**src/rtl/mvau_weight_loader.sv**
```systemverilog
// Runtime weight-memory writer for the MVAU: takes an AXI-Stream of SIMD*TW weight words
// and fans them out to the PE weight banks in PE-interleaved order.
module mvau_weight_loader #(
   parameter int unsigned SIMD         = 2,
   parameter int unsigned TW           = 1,
   parameter int unsigned PE           = 2,
   parameter int unsigned WMEM_DEPTH   = 4,
   parameter int unsigned WMEM_ADDR_BW = 4
) (
   input  logic                    aclk,
   input  logic                    aresetn,
   input  logic                    start,
   input  logic                    s_axis_tvalid,
   output logic                    s_axis_tready,
   input  logic [SIMD*TW-1:0]      s_axis_tdata,
   input  logic                    s_axis_tlast,
   output logic [PE-1:0]           wmem_we,
   output logic [WMEM_ADDR_BW-1:0] wmem_waddr,
   output logic [SIMD*TW-1:0]      wmem_wdata,
   output logic                    busy,
   output logic                    done,
   output logic                    err_len
);

   localparam int unsigned PE_BW = (PE > 1) ? $clog2(PE) : 1;
   localparam logic [PE_BW-1:0]        PE_LAST   = PE_BW'(PE - 1);
   localparam logic [WMEM_ADDR_BW-1:0] ADDR_LAST = WMEM_ADDR_BW'(WMEM_DEPTH - 1);

   localparam logic [1:0] S_IDLE = 2'd0;
   localparam logic [1:0] S_LOAD = 2'd1;
   localparam logic [1:0] S_DONE = 2'd2;

   logic [1:0]              r_state;
   logic [PE_BW-1:0]        r_pe_cnt;
   logic [WMEM_ADDR_BW-1:0] r_addr_cnt;
   logic [PE-1:0]           r_we;
   logic [WMEM_ADDR_BW-1:0] r_waddr;
   logic [SIMD*TW-1:0]      r_wdata;
   logic                    r_err_len;

   logic w_pe_wrap;
   logic w_final;

   assign w_pe_wrap = (r_pe_cnt == PE_LAST);
   assign w_final   = w_pe_wrap && (r_addr_cnt == ADDR_LAST);

   always_ff @(posedge aclk) begin
      if (!aresetn) begin
         r_state    <= S_IDLE;
         r_pe_cnt   <= '0;
         r_addr_cnt <= '0;
         r_we       <= '0;
         r_waddr    <= '0;
         r_wdata    <= '0;
         r_err_len  <= 1'b0;
      end else begin
         r_we <= '0;
         case (r_state)
            S_IDLE: begin
               if (start) begin
                  r_state    <= S_LOAD;
                  r_pe_cnt   <= '0;
                  r_addr_cnt <= '0;
                  r_err_len  <= 1'b0;
               end
            end
            S_LOAD: begin
               if (s_axis_tvalid) begin
                  r_we    <= PE'(1) << r_pe_cnt;
                  r_waddr <= r_addr_cnt;
                  r_wdata <= s_axis_tdata;
                  if (w_pe_wrap) begin
                     r_pe_cnt   <= '0;
                     r_addr_cnt <= w_final ? '0 : r_addr_cnt + WMEM_ADDR_BW'(1);
                  end else begin
                     r_pe_cnt <= r_pe_cnt + PE_BW'(1);
                  end
                  // Either a missing tlast on the last beat or an early one ends the load with an error.
                  if (w_final || s_axis_tlast) r_state <= S_DONE;
                  if (w_final != s_axis_tlast) r_err_len <= 1'b1;
               end
            end
            S_DONE:  r_state <= S_IDLE;
            default: r_state <= S_IDLE;
         endcase
      end
   end

   assign s_axis_tready = (r_state == S_LOAD);
   assign busy          = (r_state == S_LOAD);
   assign done          = (r_state == S_DONE);
   assign wmem_we       = r_we;
   assign wmem_waddr    = r_waddr;
   assign wmem_wdata    = r_wdata;
   assign err_len       = r_err_len;

endmodule

```
**config.mk**
```make
export PLATFORM = sky130hd
export DESIGN_NAME = mvau_weight_loader
export DESIGN_NICKNAME = d
export VERILOG_FILES = /design/src/rtl/mvau_weight_loader.sv
export SDC_FILE = /design/constraint.sdc
export NUM_CORES = 1
export LEC_CHECK = 0
export ABC_CLOCK_PERIOD_IN_PS = 1400
export CAP_MARGIN = 20
export CORE_UTILIZATION = 45
export DETAILED_ROUTE_END_ITERATION = 6
export GPL_TIMING_DRIVEN = 0
export PLACE_DENSITY = 0.78
export SLEW_MARGIN = 20
export SYNTH_ARGS = -nofsm -noshare
export SYNTH_HDL_FRONTEND = slang
export SYNTH_SLANG_ARGS = --single-unit
```
**constraint.sdc**
```tcl
create_clock -name aclk -period 1.4 [get_ports aclk]
set_input_delay 0.28 -clock aclk [delete_from_list [all_inputs] [get_ports aclk]]
set_output_delay 0.28 -clock aclk [all_outputs]
set_load 0.01 [all_outputs]
```
==> summary.md <==
| Metric | Value |
|---|---|
| N_diodes | `0` |
| Share of cells above drive strength 1 | `28.0%` |
| Layout Nets | `110` |
| Crit path max-delay family | `flip-flops` |
| Vias | `643` |
| Status | `finished, violations left` |
| IO buf count | `18` |
| Crit. End Element | `flip-flop` |
| Area Overhead vs Synth | `45.3%` |
| GRT met1 Usage | `23.8%` |
| Synth Cell Area | `709 sq um` |
| Hpwl dp | `930 um` |
| CP max-delay cell | `dfxtp_4` |
| Vias in the first global route | `541` |
| Buf/Inv on CP | `0` |
| GR Layer Usage met3 | `2.61%` |
| Switching share of power | `25.2%` |
| Sequential-to-total area share from yosys stat | `45.1%` |
| Avg Inst Size Synth | `9.85 sq um` |
| CP Cell Sequence | `ha_4 > nand4bb_1 > ha_2 > nor2b_2 > a2111oi_2` |
| Die span in y | `41.7 um` |
| CTS root buffer | `clkbuf_4` |
| Fin worst setup slack | `-13.6 ps` |
| DIE AREA | `1740 sq um` |
| Antenna violations before repair | `0` |
| Register share of total power | `50.6%` |
| H-tree depth | `1` |
| Flop2flop setup slack | `-10 ps` |
| Psw | `0.232 mW` |
| Fin crit share | `101%` |
| Pleak | `0.466 nW` |
| # clock sinks | `16` |
| Worst vdd ir | `0.705 mV` |
| Starting Density | `51.3%` |
| Worst skew pair latency | `290 ps` |
| Fin cells | `115` |
| DRC Markers | `1` |
| CTS Hold Bufs | `0` |
| Initial DRC count | `25` |
| WL/cell | `15.2 um` |
| Primary FF master, synth | `dfxtp_1` |
| CTS Buf Count | `3` |
| GR Overflow Total | `0` |
| Detailed Routing Iterations Pass 1 | `6` |
| CP startpoint | `r_addr_cnt[1]$_SDFFE_PN0P_` |
| Reg-to-Reg End | `r_state[0]$_SDFFE_PN0P_` |
| Syn Nets | `81` |
| Final setup skew | `1.53 ps` |
| Max Cap Viol | `0` |
| Busiest grt layer | `met2` |
| Failing checks | `DRC, setup timing` |
| Class of the worst hold path | `input port to flip-flop` |
| Crit path to | `r_state[0]$_SDFFE_PN0P_` |
| Clk pwr share | `34.8%` |
| EDFF count, synth | `0` |
| Routed Wire Length | `1750 um` |
| Max-slew violation count | `0` |
| Setup-failing EPs final | `1` |
| Final GP Congestion | `0.771` |
| Pwr dens | `893 nW/um^2` |
| Die width | `41.7 um` |
| Combinational Power Share | `14.7%` |
| Crit path required time | `1580 ps` |
| First-pass GRT wire length | `2390 um` |
| Total chip power | `0.920 mW` |
| Setup CP Type | `flip-flop to flip-flop` |
| Reg-to-reg startpoint | `r_addr_cnt[1]$_SDFFE_PN0P_` |
| CTS tree | `done` |
| R2R cell count | `5` |
| Final Hold Vio Count | `0` |
| P_int | `0.688 mW` |
| Synth async-reset ratio | `0%` |
| Post-route ant nets | `0` |
| Synth cell types | `26` |
| F_max | `707 MHz` |
| Max Root-Sink Buffers | `2` |
| FF+latch count, synth | `16` |
| Slew @ Worst Pin | `470 ps` |
| CTS clock-pin slew for the worst setup and hold paths | `110 ps` |
| Final hold slack | `420 ps` |
| Vias per cell | `5.59` |
| Slew HR | `68.7%` |
| RSZ-0062 raised after global routing | `true` |
| Worst setup SP type | `flip-flop` |
| Crit Path Max Fanout | `4` |
| Site Rows | `13` |
| Hold Path Origin | `s_axis_tvalid` |
| I/O Pins | `19` |
| # placed instances | `105` |
| GRT Util Overall | `17.0%` |
| Ys Warns | `0` |
| Core area | `1380 sq um` |
| Total negative slack | `-13.6 ps` |
| Maximum single-stage delay on the critical path | `380 ps` |
| Pin count of the biggest net entering global routing | `11` |
| Post-Synthesis Cells | `72` |
| Crit path time final | `1410 ps` |
| Met2 Use GR | `29.4%` |
| Critical path depth | `5` |
| CP arrival | `1600 ps` |
flip-flops by register name, indices dropped and copies added, names as in the netlist:
register    flops
r_pe_cnt        1
wmem_wdata      2
err_len         1
r_addr_cnt      4
r_state         2
wmem_we         2
wmem_waddr      4
routing by layer:
layer / wire length, um / vias up
li1: - / 313
met1: 797 / 307
met2: 844 / 21
met3: 83 / 2
met4: 21 / 0
met5: 0 / -
worst register-to-register path, cell delays in order, from the launching register on:
cell       delay [ps]
dfxtp_4           380
ha_4              170
nand4bb_1         170
ha_2              200
nor2b_2            50
a2111oi_2         340
power groups by stage:
stage          sequential, mW  clock, mW  combinational [mW]
5_1_grt                 0.466      0.335               0.145
4_1_cts                 0.470      0.317               0.126
6_report                0.465      0.320               0.135
3_3_place_gp            0.483          0               0.110
2_1_floorplan           0.484          0              0.0596
3_5_place_dp            0.483          0               0.112
per-stage QoR:
| step | area (sq um) | setup slack, ps | util (%) |
|---|---|---|---|
| after floorplan | 709 | 99.0 | - |
| after global placement | 908 | -339 | 65.7 |
| after detailed placement | 908 | -350 | 65.7 |
| after CTS | 978 | 0.615 | 70.8 |
| after global routing | 1030 | -82.4 | 74.6 |
| final | 1030 | -13.6 | 74.6 |
worst min path at each step:
stage / to / slack, ps / cells past startpoint
after global routing: wmem_we[1]$_SDFF_PN0_ / 440 / 3
after global placement: err_len$_SDFFE_PN0P_ / 470 / 2
after floorplan: err_len$_SDFFE_PN0P_ / 390 / 2
final: wmem_we[1]$_SDFF_PN0_ / 420 / 3
after CTS: wmem_wdata[0]$_SDFFE_PN0P_ / 500 / 2
after detailed placement: wmem_wdata[0]$_SDFFE_PN0P_ / 480 / 2
cells in the mapped netlist (all sizes together) (3+ instances only):
cell type | instances | area, sq um
nand3 | 5 | 30.0
nor2 | 9 | 33.8
buf | 3 | 26.3
nor2b | 4 | 25.0
a21oi | 4 | 20.0
nand2 | 3 | 11.3
mux2i | 6 | 60.1
dfxtp | 16 | 320
logic make-up after synthesis:
kind of cell	count (synthesis)	share of synthesized area, %
mux	6	8.47
simple gates	31	26.3
compound gates	11	11.3
buf+inv	6	5.29
flops	16	45.2
fa+ha+maj	2	3.53
cell type report:
type	count	area, sq um
well taps	15	18.8
inverters	2	7.51
plain buffers	4	30.0
flip-flops and latches	16	335
multi-input cells	50	394
fillers	112	352
clock buffers	4	36.3
repair buffers	24	209
placed cells by master (no fill, tap or decap), types with 2 or more instances in the layout:
cell	count
a21oi_1	4
buf_4	9
clkbuf_4	3
clkdlybuf4s50_1	5
dfxtp_1	12
dfxtp_4	4
dlygate4sd2_1	9
inv_1	2
mux2i_1	6
nand2_1	3
nand2b_1	2
nand3_1	4
nor2_1	9
nor2b_1	2
nor3b_1	2
o21ai_0	2
timing repair:
action                     in CTS  in global routing
cloned                          0                  0
pin swaps                       1                  3
resized for setup              23                 13
setup buffers                   4                  2
setup endpoints to repair      13                  6
Power figures use the tool's default switching activity.
